## config.mk

```make
export PLATFORM = sky130hd
export DESIGN_NAME = tt_um_jleugeri_ttt_sequencer
export DESIGN_NICKNAME = d
export VERILOG_FILES = /design/src/rtl/ttt_pkg.sv /design/src/rtl/tt_um_jleugeri_ttt_slow_tick.sv /design/src/rtl/tt_um_jleugeri_ttt_sequencer.sv
export SDC_FILE = /design/constraint.sdc
export NUM_CORES = 1
export LEC_CHECK = 0
export ABC_AREA = 1
export CORE_ASPECT_RATIO = 1.1
export CORE_MARGIN = 10
export CORE_UTILIZATION = 42
export CTS_BUF_LIST = sky130_fd_sc_hd__clkbuf_4 sky130_fd_sc_hd__clkbuf_8
export DETAILED_ROUTE_END_ITERATION = 12
export PLACE_DENSITY_LB_ADDON = 0.3
export SETUP_SLACK_MARGIN = 0.3
export SLEW_MARGIN = 20
export SYNTH_ARGS = -nofsm -noshare
export SYNTH_HDL_FRONTEND = slang
export SYNTH_SLANG_ARGS = --single-unit
```

## constraint.sdc

```tcl
create_clock -name clock_fast -period 1.4 [get_ports clock_fast]
set_input_delay 0.28 -clock clock_fast [delete_from_list [all_inputs] [get_ports clock_fast]]
set_output_delay 0.28 -clock clock_fast [all_outputs]
set_load 0.02 [all_outputs]
```

## src/rtl/ttt_pkg.sv

```systemverilog
// Shared constants and types for the TTT processor sequencer:
// core instruction codes, token start/stop codes and the sequencer state enum.
package ttt_pkg;

  localparam logic [2:0] INSTR_NOP       = 3'b000;
  localparam logic [2:0] INSTR_PROG_DUR  = 3'b001;
  localparam logic [2:0] INSTR_PROG_GOOD = 3'b010;
  localparam logic [2:0] INSTR_PROG_BAD  = 3'b011;
  localparam logic [2:0] INSTR_UPDATE    = 3'b100;
  localparam logic [2:0] INSTR_EVAL      = 3'b101;

  localparam logic [1:0] SS_START = 2'b10;
  localparam logic [1:0] SS_STOP  = 2'b01;

  localparam logic [1:0] TGT_DISCARD = 2'b00;
  localparam logic [1:0] TGT_DUR     = 2'b01;
  localparam logic [1:0] TGT_GOOD    = 2'b10;
  localparam logic [1:0] TGT_BAD     = 2'b11;

  typedef enum logic [2:0] {
    ST_INIT,
    ST_DISPATCH,
    ST_PROG,
    ST_UPDATE,
    ST_EVAL,
    ST_CAPTURE
  } seq_state_t;

  // Map a host programming target onto the core write instruction.
  function automatic logic [2:0] prog_instr(input logic [1:0] tgt);
    case (tgt)
      TGT_DUR:  return INSTR_PROG_DUR;
      TGT_GOOD: return INSTR_PROG_GOOD;
      TGT_BAD:  return INSTR_PROG_BAD;
      default:  return INSTR_NOP;
    endcase
  endfunction

endpackage

```

## src/rtl/tt_um_jleugeri_ttt_slow_tick.sv

```systemverilog
// Sweep divider: counts completed sweeps modulo SLOW_DIV and flags the
// sweep that starts at count 0 as a tick sweep (drives clock_slow in EVAL).
module tt_um_jleugeri_ttt_slow_tick #(
  parameter int SLOW_DIV = 16
) (
  input  logic clock_fast,
  input  logic reset_n,
  input  logic sweep_done,
  output logic tick
);

  localparam int CW = (SLOW_DIV > 1) ? $clog2(SLOW_DIV) : 1;
  localparam logic [CW-1:0] LAST = CW'(SLOW_DIV - 1);

  logic [CW-1:0] cnt;

  // Advance the sweep count once per completed sweep, wrapping at SLOW_DIV.
  always_ff @(posedge clock_fast or negedge reset_n) begin
    if (!reset_n)        cnt <= '0;
    else if (sweep_done) cnt <= (cnt == LAST) ? '0 : cnt + 1'b1;
  end

  assign tick = (cnt == '0);

endmodule

```

## src/rtl/tt_um_jleugeri_ttt_sequencer.sv

```systemverilog
// Sequencer for the time-multiplexed TTT core: INIT sweep of core resets,
// then round-robin UPDATE/EVAL per processor with host writes slotted in at
// processor boundaries and start/stop tokens turned into tagged events.
// Optional macro TTT_SEQ_EVENT_STALL_EN: event backpressure via event_ready
// (CAPTURE stalls while an event is pending); otherwise event_valid pulses.
module tt_um_jleugeri_ttt_sequencer
  import ttt_pkg::*;
#(
  parameter int NUM_PROCESSORS  = 10,
  parameter int ID_BITS         = $clog2(NUM_PROCESSORS),
  parameter int NEW_TOKENS_BITS = 4,
  parameter int PROG_WIDTH      = 8,
  parameter int SLOW_DIV        = 16
) (
  input  logic                       clock_fast,
  input  logic                       reset_n,
  input  logic                       run,
  input  logic                       prog_valid,
  output logic                       prog_ready,
  input  logic [1:0]                 prog_target,
  input  logic [ID_BITS-1:0]         prog_id,
  input  logic [PROG_WIDTH-1:0]      prog_value,
  output logic [ID_BITS-1:0]         tok_id,
  input  logic [NEW_TOKENS_BITS-1:0] tok_good,
  input  logic [NEW_TOKENS_BITS-1:0] tok_bad,
  output logic                       core_reset,
  output logic [ID_BITS-1:0]         processor_id,
  output logic [2:0]                 instruction,
  output logic [PROG_WIDTH-1:0]      prog_data,
  output logic [NEW_TOKENS_BITS-1:0] new_good_tokens,
  output logic [NEW_TOKENS_BITS-1:0] new_bad_tokens,
  output logic                       clock_slow,
  input  logic [1:0]                 token_startstop,
  output logic                       event_valid,
  input  logic                       event_ready,
  output logic [ID_BITS-1:0]         event_id,
  output logic                       event_start
);

  localparam logic [ID_BITS-1:0] LAST_ID = ID_BITS'(NUM_PROCESSORS - 1);

  seq_state_t                 state, state_d;
  logic [ID_BITS-1:0]         id, id_d, id_inc;
  logic                       last_id;
  logic [1:0]                 prog_tgt_q;
  logic [ID_BITS-1:0]         prog_id_q;
  logic [PROG_WIDTH-1:0]      prog_val_q;
  logic [NEW_TOKENS_BITS-1:0] good_q, bad_q;
  logic                       tick, sweep_done;
  logic                       ev_new, stall;

  assign last_id = (id == LAST_ID);
  assign id_inc  = last_id ? '0 : id + 1'b1;
  assign ev_new  = (state == ST_CAPTURE) &&
                   (token_startstop == SS_START || token_startstop == SS_STOP);

`ifdef TTT_SEQ_EVENT_STALL_EN
  assign stall = ev_new && event_valid && !event_ready;
`else
  // Without backpressure the consumer handshake is not used.
  logic unused_event_ready;
  assign unused_event_ready = event_ready;
  assign stall = 1'b0;
`endif

  tt_um_jleugeri_ttt_slow_tick #(.SLOW_DIV(SLOW_DIV)) u_slow_tick (
    .clock_fast (clock_fast),
    .reset_n    (reset_n),
    .sweep_done (sweep_done),
    .tick       (tick)
  );

  // State and sweep id register.
  always_ff @(posedge clock_fast or negedge reset_n) begin
    if (!reset_n) begin
      state <= ST_INIT;
      id    <= '0;
    end else begin
      state <= state_d;
      id    <= id_d;
    end
  end

  // Next state plus all core-facing outputs decoded from the current state.
  always_comb begin
    state_d         = state;
    id_d            = id;
    core_reset      = 1'b0;
    processor_id    = id;
    instruction     = INSTR_NOP;
    prog_data       = '0;
    new_good_tokens = '0;
    new_bad_tokens  = '0;
    clock_slow      = 1'b0;
    tok_id          = '0;
    prog_ready      = 1'b0;
    sweep_done      = 1'b0;
    unique case (state)
      ST_INIT: begin
        core_reset = 1'b1;
        id_d       = id_inc;
        if (last_id) state_d = ST_DISPATCH;
      end
      ST_DISPATCH: begin
        tok_id = id;
        if (prog_valid) begin
          prog_ready = 1'b1;
          state_d    = ST_PROG;
        end else if (run) begin
          state_d = ST_UPDATE;
        end
      end
      ST_PROG: begin
        processor_id = prog_id_q;
        prog_data    = prog_val_q;
        // Out-of-range ids are dropped as a NOP rather than aliasing.
        instruction  = (int'(prog_id_q) < NUM_PROCESSORS) ? prog_instr(prog_tgt_q)
                                                         : INSTR_NOP;
        state_d      = ST_DISPATCH;
      end
      ST_UPDATE: begin
        instruction     = INSTR_UPDATE;
        new_good_tokens = good_q;
        new_bad_tokens  = bad_q;
        state_d         = ST_EVAL;
      end
      ST_EVAL: begin
        instruction = INSTR_EVAL;
        clock_slow  = tick;
        state_d     = ST_CAPTURE;
      end
      ST_CAPTURE: begin
        if (!stall) begin
          id_d       = id_inc;
          sweep_done = last_id;
          state_d    = ST_DISPATCH;
        end
      end
      default: state_d = ST_INIT;
    endcase
  end

  // Token increments and host writes are latched while dispatching.
  always_ff @(posedge clock_fast or negedge reset_n) begin
    if (!reset_n) begin
      good_q     <= '0;
      bad_q      <= '0;
      prog_tgt_q <= '0;
      prog_id_q  <= '0;
      prog_val_q <= '0;
    end else if (state == ST_DISPATCH) begin
      good_q <= tok_good;
      bad_q  <= tok_bad;
      if (prog_valid) begin
        prog_tgt_q <= prog_target;
        prog_id_q  <= prog_id;
        prog_val_q <= prog_value;
      end
    end
  end

  // Event register: load on a captured start/stop token, clear on handoff.
  always_ff @(posedge clock_fast or negedge reset_n) begin
    if (!reset_n) begin
      event_valid <= 1'b0;
      event_id    <= '0;
      event_start <= 1'b0;
    end else begin
`ifdef TTT_SEQ_EVENT_STALL_EN
      if (ev_new && !stall) begin
        event_valid <= 1'b1;
        event_id    <= id;
        event_start <= token_startstop[1];
      end else if (event_valid && event_ready) begin
        event_valid <= 1'b0;
      end
`else
      event_valid <= ev_new;
      if (ev_new) begin
        event_id    <= id;
        event_start <= token_startstop[1];
      end
`endif
    end
  end

endmodule

```

======== After elaboration in Yosys (flattened, before gate mapping) ========
Cells that the tools add are included.
cells by class
  muxes and demuxes ....................... 19
  reductions and logical operators ........ 8
  $lt $le $gt $ge ......................... 1
  equal/unequal tests ..................... 14
  add/sub/neg operators ................... 2
operators with widths
  cell                                                 number
  2-to-1 mux 4 bit                                     6
  one-hot mux 3 bit (5 select lines)                   1
  2-to-1 mux 3 bit                                     4
  one-hot mux 3 bit (3 select lines)                   1
  adder 4 x 1 -> 4 bit, second input constant          2
  equality test 4 bit, second input constant           2
  2-to-1 mux 8 bit                                     1
  equality test 2 bit, second input constant           3
  equality test 3 x 2 -> 1 bit, second input constant  2
  equality test 3 bit, second input constant           2
  one-hot mux 2 bit (3 select lines)                   1
  2-to-1 mux 1 bit                                     5
  equality test 2 x 1 -> 1 bit, second input constant  2
  zero test 4 bit                                      1
  < comparator 4 bit, second input constant            1
  AND reduction 2 bit                                  2
  OR reduction 2 bit                                   2
  equality test 3 x 1 -> 1 bit, second input constant  1
  zero test 3 bit                                      1
  inequality test 3 bit, second input constant         1
  inequality test 2 bit, second input constant         1
  logical AND 1 bit                                    1
  logical OR 1 bit                                     1
word-level totals
  output and inout bits ................... 36
  logic and storage cells ................. 55
  register bits after elaboration ......... 39
  bits of input ports ..................... 29

======== Logic depth before layout (Yosys ltp) ========
  depth in word-level cells ............... 4
  mapped depth ............................ 7
  gate-level depth less buffers ........... 6

======== Modules after synthesis ========
From an unflattened synthesis, not the netlist that was laid out.
unflattened totals
  cells, all modules ...................... 246
  area total of the unflattened synthesis .. 1860.5 um^2
by module, submodules not included
  module                        seq. area each (um^2)  area an instance (um^2)  cells an instance  instances
  tt_um_jleugeri_ttt_sequencer  875.8                  1645.3                   218                1
  tt_um_jleugeri_ttt_slow_tick  100.1                  215.2                    28                 1

======== Least setup slack after synthesis ========
No wires, ideal clock.
  path type ............................... reg-to-output
  start point ............................. register state[2]
  end point ............................... output port processor_id[2]
  data required time ...................... 1120 ps
  arrival time ............................ 1322 ps
  cell stages (with the launch flop) ...... 5
  path buffers ............................ 1
  setup slack ............................. -202 ps
  cells stage by stage .................... dfrtp_1 inv_1 nand3_1 buf_2 a21oi_1
between the ends
  word-level cells in the longest chain between the ends .. 2
ends and longest elaborated chain
  element                       RTL line                            source
  from (decl)                   tt_um_jleugeri_ttt_sequencer.sv:42  seq_state_t state, state_d;
  from (signal assigned)        tt_um_jleugeri_ttt_sequencer.sv:79  state <= state_d;
  equality test 3 x 2 -> 1 bit  tt_um_jleugeri_ttt_sequencer.sv:98  unique case (state)
  2-to-1 mux 4 bit              tt_um_jleugeri_ttt_sequencer.sv:98
  to (decl)                     tt_um_jleugeri_ttt_sequencer.sv:27  output logic [ID_BITS-1:0] processor_id,
No other way between the ends.

======== Final worst setup path ========
  start point ............................. register state[0]
  end point ............................... output port processor_id[2]
Same word-level chain as after synthesis.

==> impl_metrics.py <==
metrics = {
    "run_status": {
        "status": "complete, but fails checks",
        "violations": "negative setup slack",
    },
    "critical_path": {
        "crit_fanout": 10,
        "arrival_ps": 1460,
        "r2r.worst_path.cells": 9,
        "crit_path_top_delay_cell": "dfrtp_1",
        "crit_buf_inv": 3,
        "start_kind": "flip-flop",
        "cp_top_family": "buffers and inverters",
        "end_kind": "output port",
        "rrSetupSlack_ps": -150,
        "crit_type": "flip-flop to output port",
        "r2r-end": "prog_val_q[4]",
        "r2r_start": "state[1]",
        "critPathMaxStageDelay_ps": 430,
        "path_cells": "inv_4 > nand3_4 > buf_12 > nor2_4 > a21oi_4 > buf_6",
        "required_ps": 1120,
    },
    "sta": {
        "tns_ps": -9922,
        "max_slew_margin": 0.7496,
        "setup_viol": 45,
        "setup_ws_ps": -337.7,
        "finalCritPeriodShare": 1.241,
        "max_freq_mhz": 575.5,
        "hold_viol": 0,
        "clock_skew_ps": 10.60,
        "fin_crit_ps": 1738,
        "worst_pin_slew_ps": 375.6,
        "rsz0062_at_grt": "true",
        "finalMaxSlewViolations": 0,
        "whs_ps": 426.9,
    },
    "floorplanning": {
        "die_h_um": 89.95,
        "rows": 25,
        "die-area_mm2": 0.007518,
        "die_x_um": 83.59,
        "initial_core_util": 0.4359,
        "ioPinCount": 65,
        "core_mm2": 0.004285,
    },
    "final_layout": {
        "n_fill_cell": 191,
        "antenna_cells": 0,
        "fin_cells": 416,
        "multi_input_area_mm2": 0.001267,
        "fin_util": 0.8759,
        "syn2layout_area_growth_pct": 100.9,
        "num-nets-final": 394,
        "drive_gt1_frac": 0.5193,
        "final_area_mm2": 0.003754,
        "regArea_um2": 978.4,
    },
    "routing": {
        "drt_iter0_markers": 114,
        "drtAntennaViolNets": 0,
        "finalWirelength_um": 7793,
        "post_drt_wl_per_cell_um": 18.73,
        "vias": 2170,
        "vias_per_cell": 5.216,
        "drc": 0,
        "first_pass_iters": 4,
    },
    "placement": {
        "routabilityCongestion": 0.8118,
        "dp_hpwl_um": 4263,
        "dpl_cell_area_mm2": 0.002963,
        "io_buffers": 63,
        "dpl_worst_slack_ps": -505.2,
        "placed_cells": 388,
    },
    "synthesis": {
        "synth_top_cell_area_share": 0.5224,
        "synthXorXnorAreaFrac": 0.009377,
        "syn_nets": 276,
        "synth_compound_gate_area_share": 0.06430,
        "synth_cells": 245,
        "synth_top_family_by_area": "simple AND/OR/NAND/NOR gates",
        "yosys.area_share.simple": 0.2994,
        "ys_top_cells_by_area": "dfrtp_1, nand2_1, inv_1",
        "seq_area_frac_synth": 0.5224,
        "yosysTopAreaCell": "dfrtp_1",
        "muxShareOfSynthArea": 0,
        "ys_seq_elements": 39,
        "syn_area_per_cell_um2": 7.625,
        "synth_adder_area_share": 0.01340,
        "ys_types": 19,
        "synth.cell_area_mm2": 0.001868,
        "synth_warnings": 0,
    },
    "clock_tree": {
        "cts_tree": "yes",
        "root_buffer": "clkbuf_8",
        "cts_inserted_buffers": 5,
        "cts.sinks": 39,
        "clk_pin_slew_ps": 80,
        "cts.path.max_buffers": 2,
        "cts_max_level": 2,
        "insertion_delay_ps": 290,
    },
    "global_route": {
        "grt_pass1_vias": 2202,
        "grt_first_pass_wirelength_um": 10880,
        "gr-total-overflow": 0,
        "grtUsageTotal": 0.1749,
        "grt_max_degree": 26,
        "antenna_found_initial": 0,
    },
    "job": {
        "cap_violations": 0,
    },
    "pwr": {
        "power.internal_mw": 4.394,
        "p_per_area_mw_per_mm2": 2151,
        "pwr-share-comb": 0.667,
        "clock_power_share": 0.091,
        "p_leak_nw": 1.835,
        "design_power_total_mw": 8.074,
        "switching_share": 0.4558,
        "seqPwrFrac": 0.242,
        "p_switching_mw": 3.681,
        "peakVddDrop_v": 0.001603,
    },
    "worst_hold_path": {
        "worstHoldPathType": "input port to async pin",
    },
}
worst max path at each step:
stage               depth (start not counted)  startpoint  slack [ps]              end
floorplan                                   3    state[2]          10        tok_id[0]
global placement                            5    state[1]        -440   instruction[0]
detailed placement                          5    state[2]        -510  processor_id[3]
CTS                                         5    state[2]        -300       prog_ready
global route                                6    state[0]        -380  processor_id[2]
finish                                      6    state[0]        -340  processor_id[2]
synth_stat cells:
master    number
a21oi_1        6
buf_2          3
buf_6          2
clkinv_2       1
dfrtp_1       39
ha_1           2
inv_1         33
inv_2          1
nand2_1       88
nand2_4        1
nand3_1       12
nand4_1        1
nor2_1        33
nor3_1         1
nor3_4         1
nor4_1         1
o21ai_0       18
xnor2_1        1
xor2_1         1
worst reg2reg max path, delay by kind of cell (launching register included):
| family | cells | cell delay [ps] |
|---|---|---|
| AND/OR/NAND/NOR | 4 | 460 |
| buffers and inverters | 5 | 560 |
| flip-flops | 1 | 470 |
flip-flops by register name, summed over array words and instances, names as in the netlist:
signal and count:
id 4, event_valid 1, event_id 4, event_start 1, bad_q 4, prog_val_q 8
prog_id_q 4, state 3, good_q 4, prog_tgt_q 2, u_slow_tick.cnt 4
cells in the final DEF (no fill, tap or decap), types with 3 or more instances in the layout:
cell and n:
a21oi_4 4, buf_12 3, buf_4 35, buf_6 41
buf_8 5, clkbuf_8 5, clkdlybuf4s50_1 26, dfrtp_1 37
inv_1 20, inv_2 10, inv_4 3, nand2_1 59
nand2_2 15, nand2_4 13, nand2_8 3, nand3_1 6
nand3_2 3, nand3_4 3, nor2_1 3, nor2_4 29
o21ai_0 4, o21ai_1 12
power by group through the flow:
stage          sequential, mW  combinational, mW  clock (mW)
2_1_floorplan            1.93               2.08           0
4_1_cts                  1.90               4.48       0.744
6_report                 1.95               5.38       0.737
3_3_place_gp             1.85               3.57           0
3_5_place_dp             1.88               3.66           0
5_1_grt                  1.99               5.69       0.800
kinds of logic (layout without fill, tap and decap cells):
kind of cell	after synthesis	in the layout
flops	39	39
xor+xnor	2	2
compound gates	24	24
simple gates	138	139
buf+inv	40	156
fa+ha+maj	2	2
final cells by class:
type,count,area share
clock buffers,6,0.02033
flip-flops and latches,39,0.2607
inverters,35,0.03967
well taps,54,0.01800
multi-input cells,167,0.3377
repair buffers,115,0.3237
layer usage:
metal / track usage / share of wire
met5: 0 / 0
met4: 0.08240 / 0.042
met3: 0.03971 / 0.038
met2: 0.3063 / 0.55
met1: 0.1940 / 0.37
repair_timing:
| action | 4_1_cts | 5_1_grt |
|---|---|---|
| endpoints found under the setup margin | 75 | 75 |
| pin swaps | 8 | 11 |
| cloned | 4 | 1 |
| setup buffers | 8 | 8 |
| resized for setup | 290 | 65 |
| hold buffers | 1 | 0 |
| endpoints found under the hold margin | 14 | 0 |
Note: power is estimated with default switching activity, not from simulation.
